[src/rtl/vend_pkg.sv]
// Shared types for the vending-machine front end and FSM.
// Latency: n/a (types and constants only).
// Backpressure: n/a.
package vend_pkg;

    // Coin value in credits: 0 (no coin) through 3.
    typedef logic [1:0] coin_t;

    // Product selection code consumed by the vending FSM.
    typedef enum logic [1:0] {
        nada    = 2'b00,
        Pepsi   = 2'b01,
        Coca    = 2'b10,
        RedBull = 2'b11
    } product_t;

    // Push-button debouncer states; LOCKED is entered from reset.
    typedef enum logic [1:0] {
        LOCKED = 2'b00,
        IDLE   = 2'b01,
        ARMING = 2'b10,
        HELD   = 2'b11
    } deb_state_t;

    localparam coin_t NO_COIN = 2'b00;

endpackage

[src/rtl/vend_input_conditioner_btn_debouncer.sv]
// Synchronizes and debounces one raw push-button and emits a one-cycle press.
// Latency: press rises SYNC_STAGES + DEBOUNCE_CYCLES edges after the first high sample.
// Backpressure: none; the press is a fire-and-forget pulse.
module btn_debouncer
    import vend_pkg::*;
#(
    parameter int DEBOUNCE_CYCLES = 1_000_000,
    parameter int SYNC_STAGES     = 2
) (
    input  logic clk,
    input  logic reset,
    input  logic btn,
    output logic press
);

    localparam int             CW      = $clog2(DEBOUNCE_CYCLES + 1);
    localparam logic [CW-1:0]  CNT_MAX = CW'(DEBOUNCE_CYCLES);

    logic [SYNC_STAGES-1:0] sync_q;
    logic                   btn_s;
    deb_state_t             state, state_nxt;
    logic [CW-1:0]          cnt, cnt_nxt, cnt_inc;
    logic                   at_max;
    logic                   press_nxt;

    // Shift the raw button into the synchronizer chain.
    always_ff @(posedge clk or posedge reset) begin
        if (reset) sync_q <= '0;
        else       sync_q <= {sync_q[SYNC_STAGES-2:0], btn};
    end

    assign btn_s   = sync_q[SYNC_STAGES-1];
    assign cnt_inc = cnt + 1'b1;
    assign at_max  = (cnt_inc == CNT_MAX);

    // State, stability counter and registered press pulse.
    always_ff @(posedge clk or posedge reset) begin
        if (reset) begin
            state <= LOCKED;
            cnt   <= '0;
            press <= 1'b0;
        end else begin
            state <= state_nxt;
            cnt   <= cnt_nxt;
            press <= press_nxt;
        end
    end

    // Next state: a level must hold for DEBOUNCE_CYCLES samples before it counts;
    // the counter is cleared on every transition so it never passes CNT_MAX.
    always_comb begin
        state_nxt = state;
        cnt_nxt   = cnt;
        case (state)
            LOCKED: begin
                if (btn_s) begin
                    cnt_nxt = '0;
                end else if (at_max) begin
                    state_nxt = IDLE;
                    cnt_nxt   = '0;
                end else begin
                    cnt_nxt = cnt_inc;
                end
            end
            IDLE: begin
                if (btn_s) begin
                    state_nxt = ARMING;
                    cnt_nxt   = '0;
                end
            end
            ARMING: begin
                if (!btn_s) begin
                    state_nxt = IDLE;
                    cnt_nxt   = '0;
                end else if (at_max) begin
                    state_nxt = HELD;
                    cnt_nxt   = '0;
                end else begin
                    cnt_nxt = cnt_inc;
                end
            end
            HELD: begin
                if (btn_s) begin
                    cnt_nxt = '0;
                end else if (at_max) begin
                    state_nxt = IDLE;
                    cnt_nxt   = '0;
                end else begin
                    cnt_nxt = cnt_inc;
                end
            end
            default: begin
                state_nxt = LOCKED;
                cnt_nxt   = '0;
            end
        endcase
    end

    // Press fires on the sample that completes a full stable-high run.
    always_comb begin
        press_nxt = (state == ARMING) && btn_s && at_max;
    end

endmodule

[src/rtl/vend_input_conditioner.sv]
// Turns raw coin/buy buttons and switches into clean one-cycle B/C codes.
// Latency: SYNC_STAGES + DEBOUNCE_CYCLES + 1 edges from first high sample; deferred buy +1.
// Backpressure: none; a buy colliding with a coin waits in a one-entry pending register.
module vend_input_conditioner
    import vend_pkg::*;
#(
    parameter int DEBOUNCE_CYCLES = 1_000_000,
    parameter int SYNC_STAGES     = 2
) (
    input  logic       clk,
    input  logic       reset,
    input  logic [1:0] sw_coin,
    input  logic       btn_insert,
    input  logic [1:0] sw_sel,
    input  logic       btn_buy,
    output logic [1:0] B,
    output logic [1:0] C
);

    logic [SYNC_STAGES-1:0][3:0] sw_q;
    coin_t                       coin_s;
    product_t                    sel_s;
    logic                        ins_press;
    logic                        buy_press;
    coin_t                       b_q;
    product_t                    c_q;
    logic                        pend_vld;
    product_t                    pend_dat;

    // Synchronize all four switch bits together.
    always_ff @(posedge clk or posedge reset) begin
        if (reset) sw_q <= '0;
        else       sw_q <= {sw_q[SYNC_STAGES-2:0], sw_coin, sw_sel};
    end

    assign coin_s = coin_t'(sw_q[SYNC_STAGES-1][3:2]);
    assign sel_s  = product_t'(sw_q[SYNC_STAGES-1][1:0]);

    btn_debouncer #(
        .DEBOUNCE_CYCLES (DEBOUNCE_CYCLES),
        .SYNC_STAGES     (SYNC_STAGES)
    ) u_deb_insert (
        .clk   (clk),
        .reset (reset),
        .btn   (btn_insert),
        .press (ins_press)
    );

    btn_debouncer #(
        .DEBOUNCE_CYCLES (DEBOUNCE_CYCLES),
        .SYNC_STAGES     (SYNC_STAGES)
    ) u_deb_buy (
        .clk   (clk),
        .reset (reset),
        .btn   (btn_buy),
        .press (buy_press)
    );

    // Output pulses: coin always wins a collision, a buy that loses is parked
    // and replayed the first cycle no coin press competes with it.
    always_ff @(posedge clk or posedge reset) begin
        if (reset) begin
            b_q      <= NO_COIN;
            c_q      <= nada;
            pend_vld <= 1'b0;
            pend_dat <= nada;
        end else begin
            b_q <= NO_COIN;
            c_q <= nada;
            if (ins_press) begin
                b_q <= coin_s;
                if (buy_press) begin
                    pend_vld <= 1'b1;
                    pend_dat <= sel_s;
                end
            end else if (pend_vld) begin
                c_q      <= pend_dat;
                pend_vld <= buy_press;
                if (buy_press) pend_dat <= sel_s;
            end else if (buy_press) begin
                c_q <= sel_s;
            end
        end
    end

    assign B = b_q;
    assign C = c_q;

endmodule
[config.mk]
export PLATFORM = sky130hd
export DESIGN_NAME = vend_input_conditioner
export DESIGN_NICKNAME = d
export VERILOG_FILES = /design/src/rtl/vend_pkg.sv /design/src/rtl/vend_input_conditioner_btn_debouncer.sv /design/src/rtl/vend_input_conditioner.sv
export SDC_FILE = /design/constraint.sdc
export NUM_CORES = 1
export LEC_CHECK = 0
export BUFFER_PORTS_ARGS = -buffer_cell sky130_fd_sc_hd__buf_2
export CAP_MARGIN = 20
export CORE_UTILIZATION = 27
export CTS_BUF_LIST = sky130_fd_sc_hd__clkbuf_16
export DETAILED_ROUTE_END_ITERATION = 10
export GPL_TIMING_DRIVEN = 0
export MAX_ROUTING_LAYER = met4
export PLACE_DENSITY = 0.46
export SYNTH_ARGS = -nofsm -noshare
export SYNTH_HDL_FRONTEND = slang
export SYNTH_SLANG_ARGS = --single-unit
[constraint.sdc]
create_clock -name clk -period 8.3 [get_ports clk]
set_clock_uncertainty 0.05 [all_clocks]
set_input_delay 1.66 -clock clk [delete_from_list [all_inputs] [get_ports clk]]
set_output_delay 1.66 -clock clk [all_outputs]
set_load 0.05 [all_outputs]
==> flow_summary.yaml <==
cts:
  htreeDepth: 3
  insertion_delay_ps: 350
  postCtsSetupBuffers: 0
  cts_resized: 0
  clkTransAtPathRegs_ps: 60
  cts-root-buf: "clkbuf_16"
  hold_buffers: 0
  cts_max_path_buffers: 2
  cts_tree: "yes"
  numCtsBuffers: 9
  clock-sinks: 65
timing:
  period_minus_slack_ps: 3330
  tightest_slew_ps: 937
  fmax_mhz: 300
  maxSlewViolCount: 0
  hold_viol: 0
  grt_setup_unrepaired: "no"
  finalCritPeriodShare_pct: 40.1
  max_slew_margin_pct: 37.2
  fin_tns_setup_ps: 0
  finalSetupViolCount: 0
routing:
  wl_met3_um: 364
  wl_per_cell_um: 15.5
  met2_length_um: 4780
  ant_nets: 0
  top_layer_used: "met4"
  vias: 3433
  drt-initial-drc-count: 257
  routed_wl_um: 10300
  m1WireLength_um: 5060
  vias_per_cell: 5.16
  drt_first_pass_iters: 4
  remaining_drc_errors: 0
pwr:
  ir_worst_vdd_mv: 0.0933
  p_per_area_nw_per_um2: 157
  leakagePower_nw: 1.95
global_routing:
  antenna_found_initial: 0
  grt_pass1_vias: 3302
  grt_usage_pct: 15.0
  grt_max_degree: 66
  grt_pass1_wl_um: 16900
  grt_overflow: 0
final_layout:
  seqCellArea_um2: 1630
  area_growth_pct: 14.1
  finalNetCount: 491
  drive_gt1_share_pct: 13.9
  final_core_util_pct: 31.6
  diodes: 0
  num-fill-cells: 1532
  multi_input_area_um2: 2150
setup_path:
  cp-end-kind: "flip-flop"
  worst_path_max_delay_cell: "a31oi_1"
  worstPathArrival_ps: 3510
  cp_data_required_time_ps: 8480
  worstPathMaxFanout: 10
  crit_path_start_kind: "flip-flop"
  worst_path_largest_cell_delay_ps: 440
  worstPathCellList: "ha_1 > and4_1 > clkbuf_1 > nand4_1 > xnor2_1 > a2111oi_0 > a31oi_1 > buf_2 > a22o_1"
  setup.worst_path.class: "flip-flop to flip-flop"
outcome:
  status: "finished, final reports clean"
floorplan:
  core_area_um2: 14500
  fp-row-count: 44
  die_h_um: 124
  boundaryPins: 12
  dieArea_um2: 15400
  die_x_um: 124
  start_util_pct: 27.7
yosys:
  async_reset_ff_share_pct: 100
  synth_warnings: 0
  syn_nets: 469
  synth_ff_type: "dfrtp_1"
  synth_cell_types: 66
  syn_area_um2: 4030
  syn-instance-count: 454
  synth_edf_count: 0
  ys_seq_area_share_pct: 40.4
  synth.avg_cell_area_um2: 8.87
  synth_seq_cells: 65
min_path:
  hold_class: "flip-flop to flip-flop"
run:
  max_cap_violations: 0
place:
  gp_congestion: 0.871
  hpwl_um: 6850
  io_buffers: 11
==> cell usage after synthesis (all sizes together) (10+ instances only) <==
library cell  instances  share of area [%]
dfrtp                65                 40
nand2                56                5.2
nand3                38                4.8
nor2                 30                2.8
o21ai                24                3.0
a21oi                18                2.2
or3                  18                3.0
inv                  17                1.6
clkbuf               16                2.3
nand4                16                2.5
nor3                 16                2.0
buf                  12                2.3
and3                 10                1.6
nor4                 10                3.0
==> cell families (layout without fill, tap and decap cells) <==
kind of cell	Yosys count	in the layout	share of synthesized area, %
buf+inv	45	72	6.18
simple gates	224	224	30.4
xor+xnor	8	8	1.74
compound gates	96	96	16.7
flops	65	65	40.4
mux	9	9	2.36
fa+ha+maj	7	7	2.18
==> final timing paths <==
kind,start,endpoint,slack (ps),depth (start not counted)
worst max-delay path,u_deb_buy.cnt[0],u_deb_buy.cnt[1],4970,9
worst min-delay path,u_deb_buy.sync_q[0],u_deb_buy.sync_q[1],300,0
worst max register to register,u_deb_buy.cnt[0],u_deb_buy.cnt[1],4970,9
worst min register to register,u_deb_buy.sync_q[0],u_deb_buy.sync_q[1],300,0
max in group asynchronous,reset,pend_dat[0],6220,2
min in group asynchronous,reset,u_deb_buy.cnt[5],1440,2
==> through the flow <==
stage               setup slack (ps)  hold WS, ps  cell area [µm²]  std cells  power (mW)
floorplan                       4960          281             4030        454       0.351
CTS                             5050          300             4590        665       0.735
global route                    4730          307             4590        665       0.753
global placement                3980          284             4310        649       0.362
finish                          4970          299             4590        665       0.721
detailed placement              5050          286             4310        649       0.363
==> state kept, by name, summed over array words and instances, names as in the netlist <==
signal and cells:
sw_q 4, u_deb_buy.cnt 20, u_deb_buy.press 1, u_deb_buy.sync_q 2, u_deb_insert.press 1, u_deb_insert.sync_q 2, pend_vld 1, u_deb_insert.state 2
sel_s 2, u_deb_insert.cnt 20, coin_s 2, C 2, B 2, u_deb_buy.state 2, pend_dat 2
==> cells in the final DEF (no fill, tap or decap), drive strengths merged, types with 16 or more instances in the layout <==
master and n:
dfrtp 65, clkbuf 25, inv 19, o21ai 24
nand4 16, nor2 30, nor3 16, buf 23
nand3 38, nand2 56, a21oi 18, or3 18
==> critical path: cells and delay by family (launching register included) <==
kind	cells	cell delay, ps
AOI/OAI and AO/OA	3	1120
buffers and inverters	2	610
and+or+nand+nor	2	480
DFF	1	430
adders and majority gates	1	320
xor gates and xnor gates	1	210
==> layout make-up <==
cell class                 count  area share [%]
clock inverter                 7            1.20
multi-input combinational    344            46.8
tap                          184            5.01
clock buffer                   9            4.90
buffer                        28            4.03
sequential                    65            35.4
inverter                      17            1.44
timing repair buffer          11            1.20
==> power breakdown <==
| part | total, mW | internal, mW | switching (mW) |
|---|---|---|---|
| clock network | 0.364 | 0.205 | 0.160 |
| registers | 0.328 | 0.322 | 0.00588 |
| logic | 0.0287 | 0.00881 | 0.0199 |
| total | 0.721 | 0.536 | 0.185 |
==> per-layer routing <==
metal | up-vias | global-route usage [%]
li1 | 1708 | -
met1 | 1662 | 18.7
met2 | 55 | 23.1
met3 | 8 | 4.49
met4 | 0 | 5.28
met5 | - | -
No activity file was read; power rests on OpenSTA's default activity.
